**config.mk**
```make
export PLATFORM = sky130hd
export DESIGN_NAME = out_capture_tx
export DESIGN_NICKNAME = d
export VERILOG_FILES = /design/src/rtl/out_capture_pkg.sv /design/src/rtl/sync_fifo.sv /design/src/rtl/out_capture_tx.sv
export SDC_FILE = /design/constraint.sdc
export NUM_CORES = 1
export LEC_CHECK = 0
export CAP_MARGIN = 20
export CORE_AREA = 2 2 117 97
export CTS_BUF_LIST = sky130_fd_sc_hd__clkbuf_4 sky130_fd_sc_hd__clkbuf_8
export DETAILED_ROUTE_END_ITERATION = 7
export DIE_AREA = 0 0 119 99
export PLACE_DENSITY = 0.69
export SLEW_MARGIN = 20
export SYNTH_ARGS = -nofsm -noshare
export SYNTH_HDL_FRONTEND = slang
export SYNTH_SLANG_ARGS = --single-unit
```
**constraint.sdc**
```tcl
create_clock -name clk -period 4.83 [get_ports clk]
set_clock_uncertainty 0.2 [all_clocks]
set_input_delay 1.2075 -clock clk [delete_from_list [all_inputs] [get_ports clk]]
set_output_delay 1.2075 -clock clk [all_outputs]
set_load 0.01 [all_outputs]
```
**src/rtl/out_capture_pkg.sv**
```systemverilog
`default_nettype none
// ============================================================================
// Module   : out_capture_pkg
// Purpose  : Shared types and constants for the output capture / serial
//            transmit stage.
// Contents : tx_state_t    - transmitter FSM state encoding
//            FRAME_BITS    - bits per 8N1 frame (start + 8 data + stop)
//            DATA_BITS     - data bits per frame
//            TX_IDLE_LEVEL - line level while idle / during stop bit
// Revision : 1.0 - initial release
// ============================================================================
package out_capture_pkg;

  typedef enum logic [1:0] {
    IDLE  = 2'd0,
    START = 2'd1,
    DATA  = 2'd2,
    STOP  = 2'd3
  } tx_state_t;

  localparam int   FRAME_BITS    = 10;
  localparam int   DATA_BITS     = FRAME_BITS - 2;
  localparam logic TX_IDLE_LEVEL = 1'b1;

endpackage
`default_nettype wire

```
**src/rtl/sync_fifo.sv**
```systemverilog
`default_nettype none
// ============================================================================
// Module   : sync_fifo
// Purpose  : Single-clock FIFO with a combinational head. A push into a full
//            FIFO is accepted when a pop happens on the same edge.
// Ports    : clk       - clock, rising edge
//            rst       - asynchronous active-low reset (pointers/count only)
//            push      - write request
//            push_data - write data
//            pop       - read request (ignored when empty)
//            pop_data  - current head entry (combinational)
//            count     - occupancy, 0..DEPTH
//            full      - count == DEPTH
//            empty     - count == 0
// Revision : 1.0 - initial release
// ============================================================================
module sync_fifo #(
  parameter int WIDTH = 8,
  parameter int DEPTH = 8
) (
  input  logic                     clk,
  input  logic                     rst,
  input  logic                     push,
  input  logic [WIDTH-1:0]         push_data,
  input  logic                     pop,
  output logic [WIDTH-1:0]         pop_data,
  output logic [$clog2(DEPTH):0]   count,
  output logic                     full,
  output logic                     empty
);

  localparam int            AW      = $clog2(DEPTH);
  localparam logic [AW:0]   DEPTH_C = (AW+1)'(DEPTH);

  logic [WIDTH-1:0] mem_q [DEPTH];
  logic [AW-1:0]    wr_ptr_q, wr_ptr_d;
  logic [AW-1:0]    rd_ptr_q, rd_ptr_d;
  logic [AW:0]      count_q, count_d;
  logic             do_push, do_pop;

  assign full     = (count_q == DEPTH_C);
  assign empty    = (count_q == '0);
  assign count    = count_q;
  assign pop_data = mem_q[rd_ptr_q];

  // When full, the slot being written is the one being popped this edge;
  // the popped value has already been consumed from the combinational head.
  assign do_pop  = pop && !empty;
  assign do_push = push && (!full || do_pop);

  always_comb begin
    wr_ptr_d = wr_ptr_q;
    rd_ptr_d = rd_ptr_q;
    count_d  = count_q;
    if (do_push) wr_ptr_d = wr_ptr_q + AW'(1);
    if (do_pop)  rd_ptr_d = rd_ptr_q + AW'(1);
    if (do_push && !do_pop)      count_d = count_q + (AW+1)'(1);
    else if (!do_push && do_pop) count_d = count_q - (AW+1)'(1);
  end

  always_ff @(posedge clk or negedge rst) begin
    if (!rst) begin
      wr_ptr_q <= '0;
      rd_ptr_q <= '0;
      count_q  <= '0;
    end else begin
      wr_ptr_q <= wr_ptr_d;
      rd_ptr_q <= rd_ptr_d;
      count_q  <= count_d;
    end
  end

  // Storage is not reset: entries are only visible through count/pointers.
  always_ff @(posedge clk) begin
    if (do_push) mem_q[wr_ptr_q] <= push_data;
  end

endmodule
`default_nettype wire

```
**src/rtl/out_capture_tx.sv**
```systemverilog
`default_nettype none
// ============================================================================
// Module   : out_capture_tx
// Purpose  : Samples the processor result bus, queues changed (or all)
//            values in a FIFO and transmits them as 8N1 frames, LSB first.
// Ports    : clk        - clock, rising edge
//            rst        - asynchronous active-low reset
//            data_in    - processor result bus
//            en         - capture enable
//            tx         - serial line, idle high (registered)
//            busy       - frame in progress (registered)
//            overflow   - sticky dropped-push flag
//            fifo_count - FIFO occupancy (registered)
// Revision : 1.0 - initial release
// ============================================================================
module out_capture_tx
  import out_capture_pkg::*;
#(
  parameter int CLKS_PER_BIT = 4,
  parameter int FIFO_DEPTH   = 8,
  parameter int CAPTURE_ALL  = 0
) (
  input  logic                          clk,
  input  logic                          rst,
  input  logic [7:0]                    data_in,
  input  logic                          en,
  output logic                          tx,
  output logic                          busy,
  output logic                          overflow,
  output logic [$clog2(FIFO_DEPTH):0]   fifo_count
);

  localparam int            BW        = $clog2(CLKS_PER_BIT);
  localparam logic [BW-1:0] BAUD_LAST = BW'(CLKS_PER_BIT - 1);
  localparam logic [2:0]    BIT_LAST  = 3'(DATA_BITS - 1);

  tx_state_t    state_q, state_d;
  logic [BW-1:0] baud_q, baud_d;
  logic [2:0]   bit_q, bit_d;
  logic [7:0]   shift_q, shift_d;
  logic         tx_q, tx_d;
  logic         busy_q, busy_d;
  logic         overflow_q, overflow_d;
  logic [7:0]   last_q, last_d;
  logic         have_last_q, have_last_d;

  logic         push_req, pop;
  logic [7:0]   head;
  logic         fifo_full, fifo_empty;

  sync_fifo #(
    .WIDTH (8),
    .DEPTH (FIFO_DEPTH)
  ) u_fifo (
    .clk       (clk),
    .rst       (rst),
    .push      (push_req),
    .push_data (data_in),
    .pop       (pop),
    .pop_data  (head),
    .count     (fifo_count),
    .full      (fifo_full),
    .empty     (fifo_empty)
  );

  // Change detector. A disabled edge breaks the sample history, so the first
  // sample after re-enabling is always pushed.
  always_comb begin
    push_req    = 1'b0;
    last_d      = last_q;
    have_last_d = 1'b0;
    if (en) begin
      push_req    = (CAPTURE_ALL != 0) || !have_last_q || (data_in != last_q);
      last_d      = data_in;
      have_last_d = 1'b1;
    end
    overflow_d = overflow_q | (push_req & fifo_full & ~pop);
  end

  // Transmit FSM. tx/busy are derived from the next state so they are
  // registered together with it.
  always_comb begin
    state_d = state_q;
    baud_d  = baud_q;
    bit_d   = bit_q;
    shift_d = shift_q;
    pop     = 1'b0;
    unique case (state_q)
      IDLE: begin
        if (!fifo_empty) begin
          pop     = 1'b1;
          shift_d = head;
          bit_d   = '0;
          baud_d  = '0;
          state_d = START;
        end
      end
      START: begin
        if (baud_q == BAUD_LAST) begin
          baud_d  = '0;
          state_d = DATA;
        end else begin
          baud_d = baud_q + BW'(1);
        end
      end
      DATA: begin
        if (baud_q == BAUD_LAST) begin
          baud_d  = '0;
          shift_d = {1'b0, shift_q[7:1]};
          bit_d   = bit_q + 3'd1;
          if (bit_q == BIT_LAST) state_d = STOP;
        end else begin
          baud_d = baud_q + BW'(1);
        end
      end
      STOP: begin
        if (baud_q == BAUD_LAST) begin
          baud_d = '0;
          if (!fifo_empty) begin
            pop     = 1'b1;
            shift_d = head;
            bit_d   = '0;
            state_d = START;
          end else begin
            state_d = IDLE;
          end
        end else begin
          baud_d = baud_q + BW'(1);
        end
      end
      default: state_d = IDLE;
    endcase

    unique case (state_d)
      START:   tx_d = 1'b0;
      DATA:    tx_d = shift_d[0];
      default: tx_d = TX_IDLE_LEVEL;
    endcase
    busy_d = (state_d != IDLE);
  end

  always_ff @(posedge clk or negedge rst) begin
    if (!rst) begin
      state_q     <= IDLE;
      baud_q      <= '0;
      bit_q       <= '0;
      shift_q     <= '0;
      tx_q        <= TX_IDLE_LEVEL;
      busy_q      <= 1'b0;
      overflow_q  <= 1'b0;
      last_q      <= '0;
      have_last_q <= 1'b0;
    end else begin
      state_q     <= state_d;
      baud_q      <= baud_d;
      bit_q       <= bit_d;
      shift_q     <= shift_d;
      tx_q        <= tx_d;
      busy_q      <= busy_d;
      overflow_q  <= overflow_d;
      last_q      <= last_d;
      have_last_q <= have_last_d;
    end
  end

  assign tx       = tx_q;
  assign busy     = busy_q;
  assign overflow = overflow_q;

endmodule
`default_nettype wire

```
After elaboration in Yosys (flattened, before gate mapping)
Memories as Yosys holds them, arrays and structs flattened.
Index checks and enable logic that the tools add are counted.
- memories kept: 1
- output and inout bits: 7
- register bits: 37
- input bits: 11
- bits in writable memories: 64
- eq/ne operators: 12
- add/subtract/negate cells: 6
- bitwise operators: 4
- muxes and demuxes: 28
- reduce and logical (&&, ||, !) cells: 18
- memories (memory ; words ; bits a word ; rd ports ; clocked after Yosys merged registers in ; wr ports ; line ; text):
    u_fifo.mem_q ; 8 ; 8 ; 1 ; 0 ; 1 ; sync_fifo.sv:35 ; logic [WIDTH-1:0] mem_q [DEPTH];
- operator list (cell ; count):
    8-bit 2-to-1 mux ; 3
    8-bit one-hot mux with 3 select lines ; 1
    2-bit 2-to-1 mux ; 7
    3-bit by 1-bit adder with 3-bit output (second input constant) ; 3
    3-bit 2-to-1 mux ; 3
    3-bit one-hot mux with 3 select lines ; 1
    2-bit == test (second input constant) ; 4
    4-bit 2-to-1 mux ; 2
    8-bit inequality test ; 1
    2-bit one-hot mux with 4 select lines ; 1
    1-bit 2-to-1 mux ; 7
    2-bit inequality test (second input constant) ; 3
    1-bit zero test ; 5
    4-bit by 1-bit adder with 4-bit output (second input constant) ; 1
    2-bit by 1-bit == test with 1-bit output (second input constant) ; 2
    4-bit == test (second input constant) ; 1
    1-bit logical AND ; 4
    4-bit zero test ; 1
    1-bit one-hot mux with 2 select lines ; 2
    2-bit one-hot mux with 2 select lines ; 1
    2-bit nonzero test ; 2
    4-bit by 1-bit subtractor with 4-bit output (second input constant) ; 1
    3-bit == test (second input constant) ; 1
    3-bit AND reduction ; 1
    8 further kinds ; 10

Logic depth before layout (Yosys ltp)
- depth after elaboration: 11
- mapped depth: 14
- mapped depth without buffers: 13

Hierarchy
From an unflattened synthesis, not the netlist that was laid out.
- cells, all modules: 297
- area total of the unflattened synthesis: 4546.9 um^2
- by module, submodules not included (module ; seq. area each (um^2) ; area each (um^2) ; cells an instance ; times used):
    sync_fifo ; 2172.1 ; 3062.9 ; 156 ; 1
    out_capture_tx ; 676.9 ; 1483.9 ; 141 ; 1

Least setup slack after synthesis
Ideal clock, no wire load.
- path kind: input to register
- from: input port data_in[7]
- to: register u_fifo.count_q[3], in the netlist u_fifo.count[3]
- stages on the path: 13
- arrival: 3324 ps
- setup slack: 1177 ps
- setup time: 128 ps
- required time: 4502 ps
- cell sequence: xor2_1 nor4_1 nand4_1 and3_1 buf_2 ha_1 inv_1 ha_1 a21o_2 a21oi_1 xnor2_1 nor2_1 xor2_1
- cells in the longest elaborated chain, start to end: 7
- ends and longest elaborated chain (item ; line ; text):
    start, declared ; out_capture_tx.sv:25 ; input logic [7:0] data_in,
    8-bit inequality test (*) ; out_capture_tx.sv:73 ; push_req = (CAPTURE_ALL != 0) || !have_last_q || (data_in != last_q);
    1-bit logical OR (*) ; out_capture_tx.sv:73 ;
    1-bit 2-to-1 mux (*) ; out_capture_tx.sv:72 ; if (en) begin
    1-bit logical AND (*) ; sync_fifo.sv:49 ; assign do_push = push && (!full || do_pop);
    via u_fifo.do_push ; sync_fifo.sv:39 ; logic do_push, do_pop;
    1-bit zero test ; sync_fifo.sv:58 ; else if (!do_push && do_pop) count_d = count_q - (AW+1)'(1);
    1-bit logical AND ; sync_fifo.sv:58 ;
    2-bit nonzero test (no source line) ; n/a ;
    end signal, assigned ; sync_fifo.sv:69 ; count_q <= count_d;
    end, declared ; sync_fifo.sv:38 ; logic [AW:0] count_q, count_d;
The timed path passes the listed nets; every way through them passes the cells marked *.
A chain may end at the register's enable or synchronous reset.

Final worst setup path
- from: input port data_in[7]
- to: register u_fifo.count_q[3], in the netlist u_fifo.count[3]
- cells in the longest elaborated chain, start to end: 7
- ends and longest elaborated chain (item ; line):
    8-bit inequality test (*) ; out_capture_tx.sv:73
    1-bit logical OR (*) ; out_capture_tx.sv:73
    1-bit 2-to-1 mux (*) ; out_capture_tx.sv:72
    1-bit logical AND (*) ; sync_fifo.sv:49
    1-bit zero test ; sync_fifo.sv:58
    1-bit logical AND ; sync_fifo.sv:58
    2-bit nonzero test (no source line) ; n/a
Mark *: on every way between the ends. The rest lies on a longest branch, timed or not.

==> results_dict.tcl <==
set metrics [dict create \
    status "complete, no violations" \
    p_total_mw 2.79 \
    grt_antenna_before_repair 0 \
    grt_pass1_vias 2488 \
    drt_pass1_iterations 4 \
    met1_usage 0.209 \
    yosys_most_used_dff "edfxtp_1" \
    r2r_start "state_q[1]" \
    gr-total-overflow 0 \
    core_area_um2 10600 \
    cts_buffers 9 \
    ys_seq_area_frac 0.638 \
    worstSkewPairLatency_ns 0.37 \
    initial_core_util 0.422 \
    min_period_over_period 0.850 \
    required_ns 4.88 \
    die-area_um2 11800 \
    max_freq_ghz 0.244 \
    clockBufferDepth 2 \
    fin_cells 474 \
    timing.slew.headroom 0.349 \
    synth_edf_count 64 \
    place_inst 458 \
    avgRoutedWirePerCell_um 17.1 \
    ys_warn_count 0 \
    ff2ff_setup_slack_ns 1.38 \
    grt_pass1_wl_mm 13.2 \
    grt.met3_usage 0.0388 \
    grt_use_total 0.148 \
    start_kind "primary input" \
    regArea_um2 2850 \
    drt-total-wl_mm 8.09 \
    r2r_cells 13 \
    post-cts-setup-buffers 0 \
    postRouteAntennaNets 0 \
    syn2layout_area_growth_pct 12.1 \
    diodes 0 \
    postSynthCellCount 302 \
    crit_fanout 11 \
    drv_slew 0 \
    vias 2534 \
    global_route.usage.met2 0.230 \
    syn_area_um2 4470 \
    powerDensity_nw_per_um2 558 \
    critPathCapture "u_fifo.count[3]" \
    drc 0 \
    cts_tree "built" \
    multi_input_area_um2 1530 \
    crit_arrival_ns 4.16 \
    hpwlAfterDp_mm 5.23 \
    tns_ns 0 \
    cts.sinks 101 \
    n_fill_cell 928 \
    hold_viol_final 0 \
    leakagePower_nw 1.91 \
    place_congestion 0.750 \
    crit_path_start "data_in[7]" \
    grt_max_degree 38 \
    io_pins 18 \
    ctsResizeCount 0 \
    syn_avg_cell_area_um2 14.8 \
    path_class "in2reg" \
    rsz0062_at_grt "no" \
    holdBufCountCts 0 \
    endpoint_kind "flop" \
    h-tree-depth 3 \
    clk_pin_slew_ns 0.10 \
    die_h_um 99 \
    synthArstFlopShare 0.366 \
    ctsRootBufferMaster "clkbuf_8" \
    setup_viol 0 \
    first_iter_violations 163 \
    max_slew.worst_pin.slew_ns 0.967 \
    ys_types 51 \
    syn_nets 327 \
    hold_class "reg2reg" \
    drive_gt1_frac 0.158 \
    nNetsFinal 350 \
    io_buffer_count 17 \
    r2r-end "u_fifo.count[3]" \
    final_cell_mix "edfxtp_1 (64), dfrtp_1 (36), mux2i_1 (26), nand2_1 (18), mux2_2 (18)" \
    final_common_cell "edfxtp_1" \
    final_util 0.473 \
    die_width_um 119 \
    ir_worst_vdd_v 0.000257 \
    cap_violations 0 \
    layout_min_cycle_time_ns 4.10 \
    routed_via_density 5.35 \
    synth_seq_cells 101 \
    busiest_layer "met2" \
    rows 34 \
]
==> worst max-delay path, stage by stage <==
cell             delay [ns]
clkdlybuf4s50_1        0.57
xor2_1                 0.21
nor4_1                 0.29
nand4_1                0.21
and3_1                 0.35
ha_1                   0.25
inv_1                  0.11
ha_1                   0.24
a21o_2                 0.20
a21oi_1                0.17
xnor2_1                0.13
nor2_1                 0.06
xor2_1                 0.14
==> registers in the layout (all words and copies together), names as in the netlist, 2 cells and up <==
register / count
bit_q: 3
shift_q: 8
u_fifo.wr_ptr_q: 3
state_q: 2
baud_q: 2
last_q: 8
u_fifo.count: 4
u_fifo.mem_q: 64
u_fifo.rd_ptr_q: 3
==> per-stage QoR <==
step                hold WS, ns  worst slack, ns  cell area, um2
floorplan                 0.244             1.18            4470
global placement          0.266            0.436            4800
detailed placement        0.261            0.337            4800
CTS                       0.294            0.741            5010
global route              0.321            0.449            5010
finish                    0.289            0.726            5010
==> logic make-up after synthesis <==
family                     synth area share
AOI/OAI and AO/OA                    0.0907
buffers and inverters                0.0193
muxes                                 0.114
and+or+nand+nor                      0.0683
adders and majority gates            0.0409
DFF                                   0.638
xor gates and xnor gates             0.0294
==> routing by layer <==
layer  vias to the layer above  wire, um
met2                        33      3850
met1                      1290      3890
met5                         -         0
met4                         0        76
met3                         8       279
li1                       1203         -
==> cell usage after synthesis, drive strengths merged, types with 5 or more instances <==
cell | n | area share
a22o | 5 | 0.0098
a22oi | 14 | 0.024
a32oi | 6 | 0.012
buf | 6 | 0.0084
clkbuf | 5 | 0.0042
dfrtp | 36 | 0.20
edfxtp | 64 | 0.43
ha | 13 | 0.036
inv | 8 | 0.0067
mux2 | 18 | 0.045
mux2i | 26 | 0.058
nand2 | 18 | 0.015
nor2 | 6 | 0.0050
o21ai | 11 | 0.013
xnor2 | 5 | 0.0098
xor2 | 10 | 0.020
==> cell type report <==
type	count	area share
clock buffers	11	0.0277
clock inverters	5	0.0135
inverters	8	0.00600
multi-input cells	182	0.306
flip-flops and latches	101	0.569
well taps	144	0.0360
repair buffers	23	0.0420
==> worst min-delay path by stage <==
stage | from | endpoint | slack [ns] | depth (start not counted)
after floorplan | shift_q[7] | shift_q[7] | 0.24 | 2
after global placement | overflow | overflow | 0.27 | 1
after detailed placement | overflow | overflow | 0.26 | 1
after CTS | overflow | overflow | 0.29 | 1
after global routing | shift_q[3] | shift_q[3] | 0.32 | 2
final | overflow | overflow | 0.29 | 1
==> where the power goes <==
part	total (mW)	switching, mW	internal, mW
Clock	0.551	0.292	0.260
Combinational	0.993	0.538	0.455
Sequential	1.25	0.130	1.12
(Power assumes the default switching activity.)
